--- src/rtl/t_bird_seq_ctrl.sv ---
// t_bird_seq_ctrl: parametrised turn-signal/hazard lamp sequencer with prescaled stepping
module t_bird_seq_ctrl #(
   parameter int LAMPS    = 3,
   parameter int TICK_DIV = 4,
   localparam int SW      = $clog2(LAMPS + 1)
) (
   input  logic             clk,
   input  logic             clr_n,
   input  logic             left,
   input  logic             right,
   input  logic             haz,
   output logic [LAMPS-1:0] l_lamps,
   output logic [LAMPS-1:0] r_lamps,
   output logic [1:0]       mode,
   output logic [SW-1:0]    step,
   output logic             tick
);
   localparam int CW = (TICK_DIV > 1) ? $clog2(TICK_DIV) : 1;
   localparam logic [1:0] M_OFF = 2'b00, M_LEFT = 2'b01, M_RIGHT = 2'b10, M_HAZ = 2'b11;

   logic [CW-1:0]  div_cnt;
   logic [1:0]     nxt_mode, idle_mode;
   logic [SW-1:0]  nxt_step, idle_step;
   logic           hreq;
   logic [LAMPS:0] one_hot;
   logic [LAMPS-1:0] therm;

   assign tick = (div_cnt == CW'(TICK_DIV - 1));
   assign hreq = haz | (left & right);

   // prescaler: counts 0..TICK_DIV-1 and wraps on tick
   always_ff @(posedge clk or negedge clr_n) begin
      if (!clr_n) div_cnt <= '0;
      else        div_cnt <= tick ? '0 : div_cnt + CW'(1);
   end

   // state register: {mode, step} advances only on tick edges
   always_ff @(posedge clk or negedge clr_n) begin
      if (!clr_n) begin
         mode <= M_OFF;
         step <= '0;
      end else if (tick) begin
         mode <= nxt_mode;
         step <= nxt_step;
      end
   end

   // next state: idle decision shared by OFF and the hazard off phase; illegal codes fall to OFF/0
   always_comb begin
      idle_mode = hreq ? M_HAZ : left ? M_LEFT : right ? M_RIGHT : M_OFF;
      idle_step = (hreq | left | right) ? SW'(1) : '0;
      nxt_mode  = M_OFF;
      nxt_step  = '0;
      case (mode)
         M_OFF: begin
            if (step == '0) begin
               nxt_mode = idle_mode;
               nxt_step = idle_step;
            end
         end
         M_LEFT, M_RIGHT: begin
            if (step < SW'(LAMPS)) begin
               nxt_mode = hreq ? M_HAZ : mode;
               nxt_step = hreq ? SW'(1) : step + SW'(1);
            end
         end
         default: begin
            if (step == SW'(1)) begin
               nxt_mode = M_HAZ;
            end else if (step == '0) begin
               nxt_mode = idle_mode;
               nxt_step = idle_step;
            end
         end
      endcase
   end

   // lamp decode from registered state only; thermometer built one bit wider to avoid overflow
   always_comb begin
      one_hot = (LAMPS + 1)'(1) << step;
      therm   = LAMPS'(one_hot - (LAMPS + 1)'(1));
      l_lamps = (mode == M_LEFT)  ? therm : (mode == M_HAZ && step == SW'(1)) ? '1 : '0;
      r_lamps = (mode == M_RIGHT) ? therm : (mode == M_HAZ && step == SW'(1)) ? '1 : '0;
   end
endmodule
--- config.mk ---
export PLATFORM = sky130hd
export DESIGN_NAME = t_bird_seq_ctrl
export DESIGN_NICKNAME = d
export VERILOG_FILES = /design/src/rtl/t_bird_seq_ctrl.sv
export SDC_FILE = /design/constraint.sdc
export NUM_CORES = 1
export LEC_CHECK = 0
export ABC_CLOCK_PERIOD_IN_PS = 3500
export CORE_AREA = 2 2 39 41
export DETAILED_ROUTE_END_ITERATION = 12
export DIE_AREA = 0 0 41 43
export PLACE_DENSITY_LB_ADDON = 0.1
export SYNTH_ARGS = -nofsm -noshare
export SYNTH_HDL_FRONTEND = slang
export SYNTH_SLANG_ARGS = --single-unit
--- constraint.sdc ---
create_clock -name clk -period 3.5 [get_ports clk]
set_clock_uncertainty 0.15 [all_clocks]
set_input_delay 0.7 -clock clk [delete_from_list [all_inputs] [get_ports clk]]
set_output_delay 0.7 -clock clk [all_outputs]
set_load 0.03 [all_outputs]
==> impl_metrics.toml, run 1 <==
[logic_synthesis]
synth_edf_count = 0
ys.warnings.count = 0
synth_compound_gate_area_share_pct = 23.6
synth_fa_ha_area_share_pct = 20.6
syn_area_per_cell_sq_um = 9.11
synthMuxAreaShare_pct = 4.12
synth.area.top_cells = "dfrtp_1, ha_1, o21ai_0, nand2_1, nand2b_1"
ys_ff_latch = 6
syn_area_sq_um = 547
ys_seq_area_share_pct = 27.5
synth_top_area_share_pct = 27.5
synthArstFlopShare_pct = 100
synth_top_family_by_area = "compound AO/OA/AOI/OAI gates"
yosysTopAreaCell = "dfrtp_1"
ys_types = 22
synthesis.nets = 74
synth_xor_area_share_pct = 0
synth_commonest_cells = "ha_1, nand2_1, o21ai_0"
yosys.area_share.simple_pct = 20.6
synth_flop_cell = "dfrtp_1"
synthCells = 60

[drt]
post-route-drc-count = 0
num_vias = 451
wl_met1_um = 565
top_layer = "met3"
drtAntennaViolNets = 0
wl_met3_um = 35
first_pass_iters = 4
drt-total-wl_um = 1040
viasPerCell = 4.85
met2_length_um = 443
routedWlPerCell_um = 11.2
drt_iter0_markers = 6

[floorplanning]
core_area_sq_mm = 0.00138
fp-row-count = 14
start_util_pct = 39.5
die_w_um = 41
die_area_sq_mm = 0.00176
die_y_um = 43
num_io_pins = 16

[clock_tree]
path_clk_slew_ns = 0.04
htreeDepth = 1
clk_path_buf_depth = 2
cts_tree = "yes"
cts_sinks = 6
cts_resized = 0
insertion_delay_ns = 0.23
cts_hold_buf = 0
cts_buffers = 3
post_cts_buffers = 0
cts_root_buffer = "clkbuf_4"

[sta]
period_share_pct = 83.3
fin_crit_ns = 2.92
hold_slack_ns = 0.270
final_hold_viol_count = 0
max_freq_mhz = 343
maxSlewViolCount = 0
tightest_slew_ns = 0.320
tns_ns = 0
setup_viol_count_final = 0
max-slew-margin-rel_pct = 78.7
rsz0062_at_grt = "no"

[power]
intPower_mw = 0.371
power_frac_seq_pct = 16.7
swShare_pct = 47.9
p_leak_nw = 0.317
power.share.clock_pct = 8.2
power_density_mw_per_mm2 = 969
power.total_mw = 0.712
p_sw_mw = 0.341
combPwrFrac_pct = 75.2
ir_drop_uv = 369

[global_routing]
antenna_found_initial = 0
grt_pass1_vias = 389
grt.total_usage_pct = 13.9
grt_pass1_wl_um = 1680
grt_max_degree = 10
gr-total-overflow = 0

[min_path]
min_path_type = "flip-flop to flip-flop"

[placement]
place_hpwl_um = 848
place_area_sq_um = 712
portBuffers = 15
gp_congestion = 0.703

[final_layout]
multiInputGateArea_sq_um = 377
fin_nets = 93
n_fill_cell = 151
antenna_cells = 0
area_delta_synth_final_pct = 34.3
regArea_sq_um = 150
final_area_sq_um = 734
drive_gt1_share_pct = 13.0

[run_status]
outcome = "finished clean"

[worst_setup_path]
startpoint_type = "flip-flop"
crit_type = "flip-flop to primary output"
path_max_fanout = 6
arrival_ns = 2.07
required_ns = 2.65
crit_path_end_kind = "primary output"

[flow_run]
cap_violations = 0
==> worst max-delay path: stages (launching register included) <==
cell and delay [ns]:
dfrtp_1 0.43, inv_1 0.11, ha_1 0.23, mux2_2 0.35, nand2_1 0.06, o21ai_0 0.07, clkdlybuf4s50_1 0.60
==> cells by family after synthesis <==
kind of cell / after synthesis
AO/OA/AOI/OAI: 17
adder cells (fa/ha/maj): 9
buffers and inverters: 5
flip-flops: 6
multiplexers: 2
AND/OR/NAND/NOR: 21
==> metrics by stage <==
stage | setup WS (ns) | util [%] | instances
3_5_place_dp | 0.819 | 51.4 | 90
3_3_place_gp | 0.811 | 51.4 | 90
4_1_cts | 0.559 | 53.1 | 93
6_report | 0.583 | 53.1 | 93
2_1_floorplan | 0.915 | - | 60
5_1_grt | 0.423 | 53.1 | 93
==> sequential cells by signal, summed over array words and instances, names as in the netlist <==
name	cells
div_cnt	2
step	2
mode	2
==> metal layers <==
metal,global-route usage (%),vias to the layer above
li1,-,247
met1,21.6,196
met2,18.8,8
met3,1.57,0
met4,6.00,0
met5,0,-
==> layout make-up <==
cell class | instances | area share, %
clock buffer | 3 | 3.07
timing repair buffer | 15 | 20.4
tap | 16 | 2.73
sequential | 6 | 20.4
inverter | 4 | 2.04
multi-input combinational | 49 | 51.3
==> final timing paths <==
kind                             from          to  slack, ns  depth (start not counted)
max in group asynchronous       clr_n     mode[1]       2.45                          1
hold reg to reg            div_cnt[0]  div_cnt[0]       0.27                          1
setup / recovery              mode[0]  r_lamps[1]       0.58                          6
hold / removal             div_cnt[0]  div_cnt[0]       0.27                          1
min in group asynchronous       clr_n     step[1]       0.55                          1
setup reg to reg              mode[0]     mode[0]       1.75                          5
==> placed cells by master (no fill, tap or decap) <==
| cell | synthesis | final |
|---|---|---|
| a211o_1 | 1 | 1 |
| a211oi_1 | 1 | 1 |
| a21bo_2 | 1 | 1 |
| a21oi_1 | 1 | 1 |
| a21oi_4 | 1 | 1 |
| a32o_1 | 2 | 2 |
| clkbuf_4 | 0 | 3 |
| clkdlybuf4s50_1 | 0 | 15 |
| dfrtp_1 | 6 | 6 |
| ha_1 | 9 | 9 |
| inv_1 | 4 | 4 |
| mux2_2 | 2 | 2 |
| nand2_1 | 9 | 9 |
| nand2b_1 | 4 | 4 |
| nand2b_4 | 1 | 1 |
| nand3_1 | 2 | 2 |
| nor2_1 | 2 | 2 |
| nor2b_1 | 1 | 1 |
| nor3_1 | 1 | 1 |
| o21ai_0 | 8 | 8 |
| o22ai_2 | 1 | 1 |
| o31a_1 | 1 | 1 |
| or3b_4 | 1 | 1 |
==> power by group through the flow <==
| stage | sequential (mW) | clock, mW | combinational (mW) |
|---|---|---|---|
| after detailed placement | 0.121 | 0 | 0.535 |
| after global placement | 0.120 | 0 | 0.535 |
| after floorplan | 0.159 | 0 | 0.323 |
| final | 0.119 | 0.0580 | 0.535 |
| after global routing | 0.125 | 0.0673 | 0.582 |
| after CTS | 0.120 | 0.0614 | 0.537 |
Power figures use the tool's default switching activity.
==> inputs of run 2 (changes only) <==
--- a/config.mk
+++ b/config.mk
@@ -5,7 +5,7 @@
 export SDC_FILE = /design/constraint.sdc
 export NUM_CORES = 1
 export LEC_CHECK = 0
-export ABC_CLOCK_PERIOD_IN_PS = 3500
+export ABC_CLOCK_PERIOD_IN_PS = 2800
 export CORE_AREA = 2 2 39 41
 export DETAILED_ROUTE_END_ITERATION = 12
 export DIE_AREA = 0 0 41 43
==> constraint.sdc (replaced) <==
create_clock -name clk -period 2.8 [get_ports clk]
set_clock_uncertainty 0.15 [all_clocks]
set_input_delay 0.56 -clock clk [delete_from_list [all_inputs] [get_ports clk]]
set_output_delay 0.56 -clock clk [all_outputs]
set_load 0.03 [all_outputs]
==> impl_metrics.toml, run 2 (same netlist as run 1, synthesis figures left out) <==
[power]
ir_drop_uv = 463
p_leak_nw = 0.402
power_density_mw_per_mm2 = 1170

[global_routing]
busiest_layer = "met1"
grt_pass1_wl_um = 1680
gr-total-overflow = 0
grt_use_met2_pct = 18.8
use_met1_pct = 21.6
grt.total_usage_pct = 13.9
gr-usage-met3_pct = 1.57
antenna_found_initial = 0
grt_max_degree = 10
grt_pass1_vias = 389

[clock_tree]
clk_path_buf_depth = 2
htreeDepth = 1
cts_hold_buf = 0
cts_sinks = 6
cts_tree = "yes"
cts_root_buffer = "clkbuf_4"
path_clk_slew_ns = 0.04
cts_buffers = 3
insertion_delay_ns = 0.23

[worst_setup_path]
cp_top_family = "buffers and inverters"
startpoint_type = "flip-flop"
crit_path_end_kind = "primary output"
required_ns = 2.09
regToRegStartpoint = "mode[0]"
path_depth = 6
path_max_fanout = 6
crit_type = "flip-flop to primary output"
arrival_ns = 1.81
slowest_stage = "dfrtp_1"
path_cells = "inv_1 -> ha_1 -> mux2_2 -> nand2_1 -> o21ai_0 -> dlygate4sd2_1"
slowest_delay_ns = 0.43
critPathBufInv = 2
crit_start = "mode[0]"
worstRegToRegCells = 5

[sta]
fin_crit_ns = 2.52
tns_ns = 0
final_hold_viol_count = 0
max_freq_mhz = 396
max-slew-margin-rel_pct = 78.7
hold_slack_ns = 0.270
period_share_pct = 90.2
setup_viol_count_final = 0
setup_slack_ns = 0.275
rsz0062_at_grt = "no"
tightest_slew_ns = 0.320
maxSlewViolCount = 0

[drt]
drt-total-wl_um = 1050
viasPerCell = 4.84
drtAntennaViolNets = 0
first_pass_iters = 4
drt_iter0_markers = 7
num_vias = 450
post-route-drc-count = 0
routedWlPerCell_um = 11.3

[placement]
gp_congestion = 0.703
place_hpwl_um = 848
portBuffers = 15
post-place-ws_ns = 0.259
place_inst = 90
place_area_sq_um = 712

[floorplanning]
die_w_um = 41
num_io_pins = 16
die_area_sq_mm = 0.00176
core_area_sq_mm = 0.00138
die_y_um = 43
fp-row-count = 14
start_util_pct = 39.5

[final_layout]
final_area_sq_um = 746
antenna_cells = 0
fin_nets = 93
drive_gt1_share_pct = 13.0
finalNonFillerCells = 93
area_delta_synth_final_pct = 36.4
reg_top3 = "div_cnt x2, mode x2, step x2"
layout_common_cells = "nand2_1, ha_1, clkdlybuf4s50_1"

[min_path]
worstHoldPathCells = 1
hp-start = "div_cnt[0]"
min_path_type = "flip-flop to flip-flop"

[flow_run]
cap_violations = 0

[run_status]
outcome = "finished clean"
run 2: cell types whose count changed in the layout (fill, tap and decap cells not counted):
cell             delta
dlymetal6s2s_1      +5
dlygate4sd2_1       +1
clkdlybuf4s50_1     -6
run 2: worst register-to-register path, stage by stage (launching register included):
cell	delay [ns]
dfrtp_1	0.43
inv_1	0.09
ha_1	0.31
nor2b_1	0.16
o31a_1	0.25
a32o_1	0.26
run 2: worst paths after layout:
kind                                    to  slack [ns]
min in group asynchronous          step[1]        0.41
worst max-delay path            r_lamps[1]        0.28
worst min register to register  div_cnt[0]        0.27
max in group asynchronous          mode[1]        1.89
worst min-delay path            div_cnt[0]        0.27
worst max register to register     mode[0]        1.05
run 2: layout make-up:
class	count	area (sq um)
inverters	4	15.0
flip-flops and latches	6	150
repair buffers	15	161
clock buffers	3	22.5
fillers	147	638
multi-input cells	49	377
well taps	16	20.0
run 2: timing repair:
item                       in CTS  in global routing
resized for setup               1                  5
buffers inserted                0                  0
gates cloned                    0                  0
setup endpoints to repair       1                  5
run 2: power by group:
group,switching [mW],internal (mW),total (mW)
Clock,0.0245,0.0480,0.0725
Combinational,0.364,0.289,0.653
Sequential,0.0349,0.113,0.148
Total,0.424,0.450,0.874
run 2: metrics by stage:
| step | power (mW) | util (%) |
|---|---|---|
| 3_5_place_dp | 0.820 | 51.4 |
| 4_1_cts | 0.891 | 53.0 |
| 6_report | 0.874 | 53.9 |
| 2_1_floorplan | 0.603 | - |
| 5_1_grt | 0.952 | 53.9 |
| 3_3_place_gp | 0.819 | 51.4 |
run 2: metal layers:
metal,up-vias,wire (um)
li1,246,-
met1,196,565
met2,8,444
met3,0,38
met4,0,0
met5,-,0
